`config.mk`:
```
export PLATFORM = sky130hd
export DESIGN_NAME = cfg_chain_loader
export DESIGN_NICKNAME = d
export VERILOG_FILES = /design/src/rtl/cfg_chain_loader.sv
export SDC_FILE = /design/constraint.sdc
export NUM_CORES = 1
export LEC_CHECK = 0
export BUFFER_PORTS_ARGS = -buffer_cell sky130_fd_sc_hd__buf_2
export CAP_MARGIN = 30
export CORE_ASPECT_RATIO = 0.7
export CORE_MARGIN = 1.5
export CORE_UTILIZATION = 45
export DETAILED_ROUTE_END_ITERATION = 6
export PLACE_DENSITY_LB_ADDON = 0.12
export SYNTH_ARGS = -nofsm -noshare
export SYNTH_HDL_FRONTEND = slang
export SYNTH_SLANG_ARGS = --single-unit
```
`constraint.sdc`:
```
create_clock -name clk -period 1.8 [get_ports clk]
set_input_delay 0.18 -clock clk [delete_from_list [all_inputs] [get_ports clk]]
set_output_delay 0.18 -clock clk [all_outputs]
set_load 0.01 [all_outputs]
```
`src/rtl/cfg_chain_loader.sv`:
```
`timescale 1ns/1ps
// cfg_chain_loader
// Serializes host bitstream words onto the head of the daisy-chained fabric
// configuration shift registers and reassembles the bits emerging from the
// chain tail into readback words, so one pass both loads the new
// configuration and returns the old one.
//
// Parameters
//   DW         bitstream word width
//   CHAIN_LEN  total chain length in bits (non-zero multiple of DW)
//
// Ports
//   clk       system clock; the chain shifts on rising clk while cfg_en=1
//   rst_n     asynchronous active-low reset
//   start     one-cycle request to begin a full chain load (ignored while busy)
//   s_data    bitstream word, bit DW-1 sent first
//   s_valid   s_data valid
//   s_ready   loader accepts s_data this cycle
//   cfg_si    serial data to chain head (0 whenever cfg_en=0)
//   cfg_en    chain shift enable (feeds the chain clock gate)
//   cfg_so    serial data from chain tail
//   rb_data   readback word, first bit out of the chain in bit DW-1
//   rb_valid  one-cycle pulse, rb_data valid
//   busy      load in progress
//   done      one-cycle pulse, all CHAIN_LEN bits shifted
module cfg_chain_loader #(
    parameter int DW        = 8,
    parameter int CHAIN_LEN = 64
) (
    input  logic          clk,
    input  logic          rst_n,
    input  logic          start,
    input  logic [DW-1:0] s_data,
    input  logic          s_valid,
    output logic          s_ready,
    output logic          cfg_si,
    output logic          cfg_en,
    input  logic          cfg_so,
    output logic [DW-1:0] rb_data,
    output logic          rb_valid,
    output logic          busy,
    output logic          done
);

    localparam int SW = (DW > 1) ? $clog2(DW) : 1;
    localparam int CW = $clog2(CHAIN_LEN + 1);

    typedef enum logic [1:0] {
        IDLE  = 2'd0,
        WAIT  = 2'd1,
        SHIFT = 2'd2,
        FIN   = 2'd3
    } state_t;

    state_t          state_r;
    state_t          state_nxt_s;
    logic [DW-1:0]   tx_r;
    logic [DW-1:0]   tx_nxt_s;
    logic [DW-1:0]   rx_r;
    logic [DW:0]     rx_cat_s;
    logic [DW-1:0]   rx_shift_s;
    logic [CW-1:0]   bit_cnt_r;
    logic [SW-1:0]   sub_cnt_r;
    logic            last_bit_s;
    logic            chain_full_s;

    logic            s_ready_r;
    logic            cfg_si_r;
    logic            cfg_en_r;
    logic [DW-1:0]   rb_data_r;
    logic            rb_valid_r;
    logic            busy_r;
    logic            done_r;

    // Next-state and next transmit-word decode.
    always_comb begin
        state_nxt_s  = state_r;
        tx_nxt_s     = tx_r;
        last_bit_s   = (sub_cnt_r == SW'(DW - 1));
        // Counter value after the current shift; the chain is full when it
        // reaches CHAIN_LEN, so the counter never has to wrap.
        chain_full_s = ((bit_cnt_r + CW'(1)) == CW'(CHAIN_LEN));
        // Readback register after taking in the current tail bit.
        rx_cat_s     = {rx_r, cfg_so};
        rx_shift_s   = rx_cat_s[DW-1:0];
        case (state_r)
            IDLE: begin
                if (start) begin
                    state_nxt_s = WAIT;
                end else begin
                    state_nxt_s = IDLE;
                end
            end
            WAIT: begin
                if (s_valid) begin
                    state_nxt_s = SHIFT;
                    tx_nxt_s    = s_data;
                end else begin
                    state_nxt_s = WAIT;
                end
            end
            SHIFT: begin
                tx_nxt_s = tx_r << 1;
                if (last_bit_s) begin
                    if (chain_full_s) begin
                        state_nxt_s = FIN;
                    end else begin
                        state_nxt_s = WAIT;
                    end
                end else begin
                    state_nxt_s = SHIFT;
                end
            end
            FIN: begin
                state_nxt_s = IDLE;
            end
            default: begin
                state_nxt_s = IDLE;
            end
        endcase
    end

    // State, shift registers and bit counters.
    always_ff @(posedge clk or negedge rst_n) begin
        if (!rst_n) begin
            state_r   <= IDLE;
            tx_r      <= DW'(0);
            rx_r      <= DW'(0);
            bit_cnt_r <= CW'(0);
            sub_cnt_r <= SW'(0);
        end else begin
            state_r <= state_nxt_s;
            tx_r    <= tx_nxt_s;
            case (state_r)
                IDLE: begin
                    if (start) begin
                        bit_cnt_r <= CW'(0);
                        sub_cnt_r <= SW'(0);
                    end
                end
                WAIT: begin
                    if (s_valid) begin
                        sub_cnt_r <= SW'(0);
                    end
                end
                SHIFT: begin
                    rx_r      <= rx_shift_s;
                    bit_cnt_r <= bit_cnt_r + CW'(1);
                    sub_cnt_r <= sub_cnt_r + SW'(1);
                end
                default: begin
                end
            endcase
        end
    end

    // Registered outputs, decoded from the next state so the chain enable
    // and serial data come straight from flops (glitch-free clock gate).
    always_ff @(posedge clk or negedge rst_n) begin
        if (!rst_n) begin
            s_ready_r  <= 1'b0;
            cfg_si_r   <= 1'b0;
            cfg_en_r   <= 1'b0;
            rb_data_r  <= DW'(0);
            rb_valid_r <= 1'b0;
            busy_r     <= 1'b0;
            done_r     <= 1'b0;
        end else begin
            s_ready_r  <= (state_nxt_s == WAIT);
            cfg_en_r   <= (state_nxt_s == SHIFT);
            cfg_si_r   <= (state_nxt_s == SHIFT) ? tx_nxt_s[DW-1] : 1'b0;
            busy_r     <= (state_nxt_s != IDLE);
            done_r     <= (state_nxt_s == FIN);
            rb_valid_r <= (state_r == SHIFT) && last_bit_s;
            if ((state_r == SHIFT) && last_bit_s) begin
                rb_data_r <= rx_shift_s;
            end
        end
    end

    assign s_ready  = s_ready_r;
    assign cfg_si   = cfg_si_r;
    assign cfg_en   = cfg_en_r;
    assign rb_data  = rb_data_r;
    assign rb_valid = rb_valid_r;
    assign busy     = busy_r;
    assign done     = done_r;

endmodule

```
==> key figures <==
Logic synthesis
  – Synth Cell Area: 0.00194 sq mm
  – Yosys top cell area share: 52.9%
  – Main combinational cell family by area after synthesis: compound AO/OA/AOI/OAI gates
  – Post-synthesis compound-gate area fraction: 16.1%
  – Ranking of synthesized cells by area: dfrtp_1 53%, mux2_2 9.3%, ha_1 3.9%
  – Synth Area in Simple Gates: 12.5%
  – Post-synthesis mux area share: 9.81%
  – Netlist cell types: 31
  – Largest area contributor in the netlist: dfrtp_1
  – Post-Synth Adder-Cell Area: 3.87%
  – Avg Inst Size Synth: 10.8 sq um
  – Post-synthesis xor/xnor area fraction: 0%
  – Post-synthesis sequential area ratio: 52.9%
  – Mapped Nets: 199
  – Cells after Synth: 180
  – Synth Register Bits: 41
  – Synth warnings: 0

CTS
  – Clock Root Buffer: clkbuf_8
  – Clk sinks: 41
  – Clk buf depth: 2
  – Setup bufs post-CTS: 0
  – Inserted Clock Buffers: 5
  – # H-tree levels: 2
  – Clk_lat worst skew: 280 ps
  – CTS tree: built
  – CTS clk-pin slew, worst paths: 80 ps

Routing
  – Final ANT Viol Nets: 0
  – Via count: 1439
  – DRT Pass-1 Iters: 4
  – DRT Wirelength: 3910 microns
  – Drt initial violations: 87
  – DRC: 0
  – Routed vias/inst: 5.47
  – WL/cell: 14.9 microns

Floorplanning
  – Die extent in y: 57.9 microns
  – Starting Density: 48.3%
  – Core ar.: 0.00402 sq mm
  – Die area: 0.00472 sq mm
  – Cell Rows: 19
  – Die width: 81.5 microns
  – # IOs: 27

Cells and area
  – Ant diodes: 0
  – Commonest non-fill, non-tap cells in the layout: 41 x dfrtp_1, 26 x buf_2, 16 x mux2_2
  – Area Overhead vs Synth: 16.9%
  – Layout cells sized above 1: 28.4%
  – Nets: 229
  – Most common cell after layout, fill and taps aside: dfrtp_1

Critical path
  – Critical Path Sink Type: flip-flop
  – Crit path from: state_r[0]
  – Crit-path cells: inv_1 > ha_2 > mux2i_1 > buf_4 > nor2_1 > mux2_2 > a22o_1
  – Max FO, Critical Path: 14
  – Worst-path cell with the longest stage delay: dfrtp_1
  – WP data required: 1980 ps
  – Setup crit start kind: flip-flop
  – CP peak stage delay: 390 ps
  – Arrival time worst endpoint: 1860 ps
  – Setup slack, reg-to-reg: 120 ps
  – Reg2reg start: state_r[0]
  – Crit Path Class: flip-flop to flip-flop

Timing
  – Relative slew slack: 65.7%
  – Setup total negative slack: 0 ps
  – Minimum clock period: 1680 ps
  – Max Fclk: 595 MHz
  – Worst Clk Skew: 4.24 ps
  – Period utilization: 93.4%
  – Count of final hold-check violations: 0
  – Max-slew violations: 0
  – Least-Margin Pin Slew: 514 ps
  – Final setup vio count: 0
  – Unrepaired setup endpoints after global routing: no

Run
  – Max-cap violation count: 0

Global route
  – Grt ovf: 0
  – Largest net degree at the start of global routing: 42
  – First-pass GRT wire length: 6750 microns
  – Total track usage: 19.2%
  – Vias in the first global route: 1477
  – Initial antenna violation count: 0

Pwr
  – Clk network pwr share: 24.6%
  – Leakage power: 1.13 nW
  – Switching share of power: 34.1%
  – Maximum VDD drop: 0.568 mV
  – P_int: 2.01 mW
  – Total Power: 3.05 mW
  – Power Density: 1340 mW/mm^2
  – Seq pwr share: 40.9%
  – Comb power frac: 34.6%
  – Net Switching: 1.04 mW

Hold path
  – Worst Hold Class: input port to flip-flop
  – Hold Crit Start: cfg_so

Placement
  – Port Buf Inserts: 26
  – GP Congestion: 0.813
  – Detail Placement HPWL: 2760 microns

Run status
  – Status: finished, final reports clean
==> state kept, by name, indices dropped and copies added (netlist names) <==
register and count:
rx_r 7, done 1, busy 1, rb_data 8, rb_valid 1, bit_cnt_r 7
sub_cnt_r 3, s_ready 1, cfg_si 1, state_r 2, cfg_en 1, tx_r 8
==> cell usage after synthesis (all sizes together) <==
master and instances:
a22o 9, o311ai 1, buf 4, or4b 1
nor3 2, mux2 16, and2 3, nor2 4
nand4 2, a21o 2, nor4 2, a32oi 6
o21a 3, nor2b 7, o21ai 16, nand3 9
clkbuf 8, a21oi 9, ha 6, dfrtp 41
nor4b 1, inv 9, clkinv 1, mux2i 1
nand2b 2, nand2 14, o31ai 1
==> metal layers <==
layer  track usage (%)  up-vias  wire length (microns)
met3              4.72        4                    116
met2              30.7       27                   1870
met1              25.1      705                   1870
met5                 0        -                      0
li1                  -      703                      -
met4              8.13        0                     46
==> path summary, 6_finish.rpt <==
| path | end | depth (start not counted) |
|---|---|---|
| worst min-delay path | rb_data[0] | 2 |
| max in group asynchronous | rb_data[7] | 3 |
| min in group asynchronous | rb_data[2] | 3 |
| worst min register to register | rb_data[4] | 1 |
| worst max-delay path | bit_cnt_r[2] | 7 |
| worst max register to register | bit_cnt_r[2] | 7 |
==> final cells by class <==
| cell class | count | area [sq um] |
|---|---|---|
| Clock inverter | 1 | 30.0 |
| Inverter | 10 | 37.5 |
| Multi-Input combinational cell | 117 | 822 |
| Clock buffer | 7 | 86.3 |
| Sequential cell | 41 | 1030 |
| Fill cell | 352 | 1750 |
| Timing Repair Buffer | 35 | 200 |
| Tap cell | 52 | 65.1 |
==> power by group through the flow <==
stage | clock network [mW] | registers [mW] | logic (mW)
global route | 0.815 | 1.27 | 1.18
finish | 0.749 | 1.24 | 1.05
detailed placement | 0 | 1.26 | 1.04
CTS | 0.767 | 1.24 | 1.05
global placement | 0 | 1.24 | 0.972
floorplan | 0 | 1.24 | 0.724
==> worst max-delay path: cells and delay by family, from the launching register on <==
kind | cells | cell delay, ps
buffers and inverters | 2 | 290
flip-flops | 1 | 390
adder cells (fa/ha/maj) | 1 | 220
multiplexers | 2 | 450
AO/OA/AOI/OAI | 1 | 180
AND/OR/NAND/NOR | 1 | 50
==> stage by stage <==
step                      instance area [sq um]  hold WS, ps  cells  utilization (%)  setup WS (ps)
final                                      2270          143    263             56.4            119
after global routing                       2270          124    263             56.4           10.2
after CTS                                  2260          134    263             56.4           90.3
after detailed placement                   2140          276    254             53.2           86.9
after global placement                     2140          262    254             53.2            160
after floorplan                            1940         -116    180                -            166
==> what timing repair did <==
item | 4_1_cts | 5_1_grt
endpoints found under the hold margin | 41 | 0
endpoints found under the setup margin | 0 | 2
hold buffers | 1 | 0
gates resized for setup | 0 | 1
==> cells by family after synthesis <==
kind of cell               count (synthesis)
adders and majority gates                  6
and+or+nand+nor                           47
AOI/OAI and AO/OA                         47
buffers and inverters                     22
muxes                                     17
DFF                                       41
No activity file was read; power rests on OpenSTA's default activity.
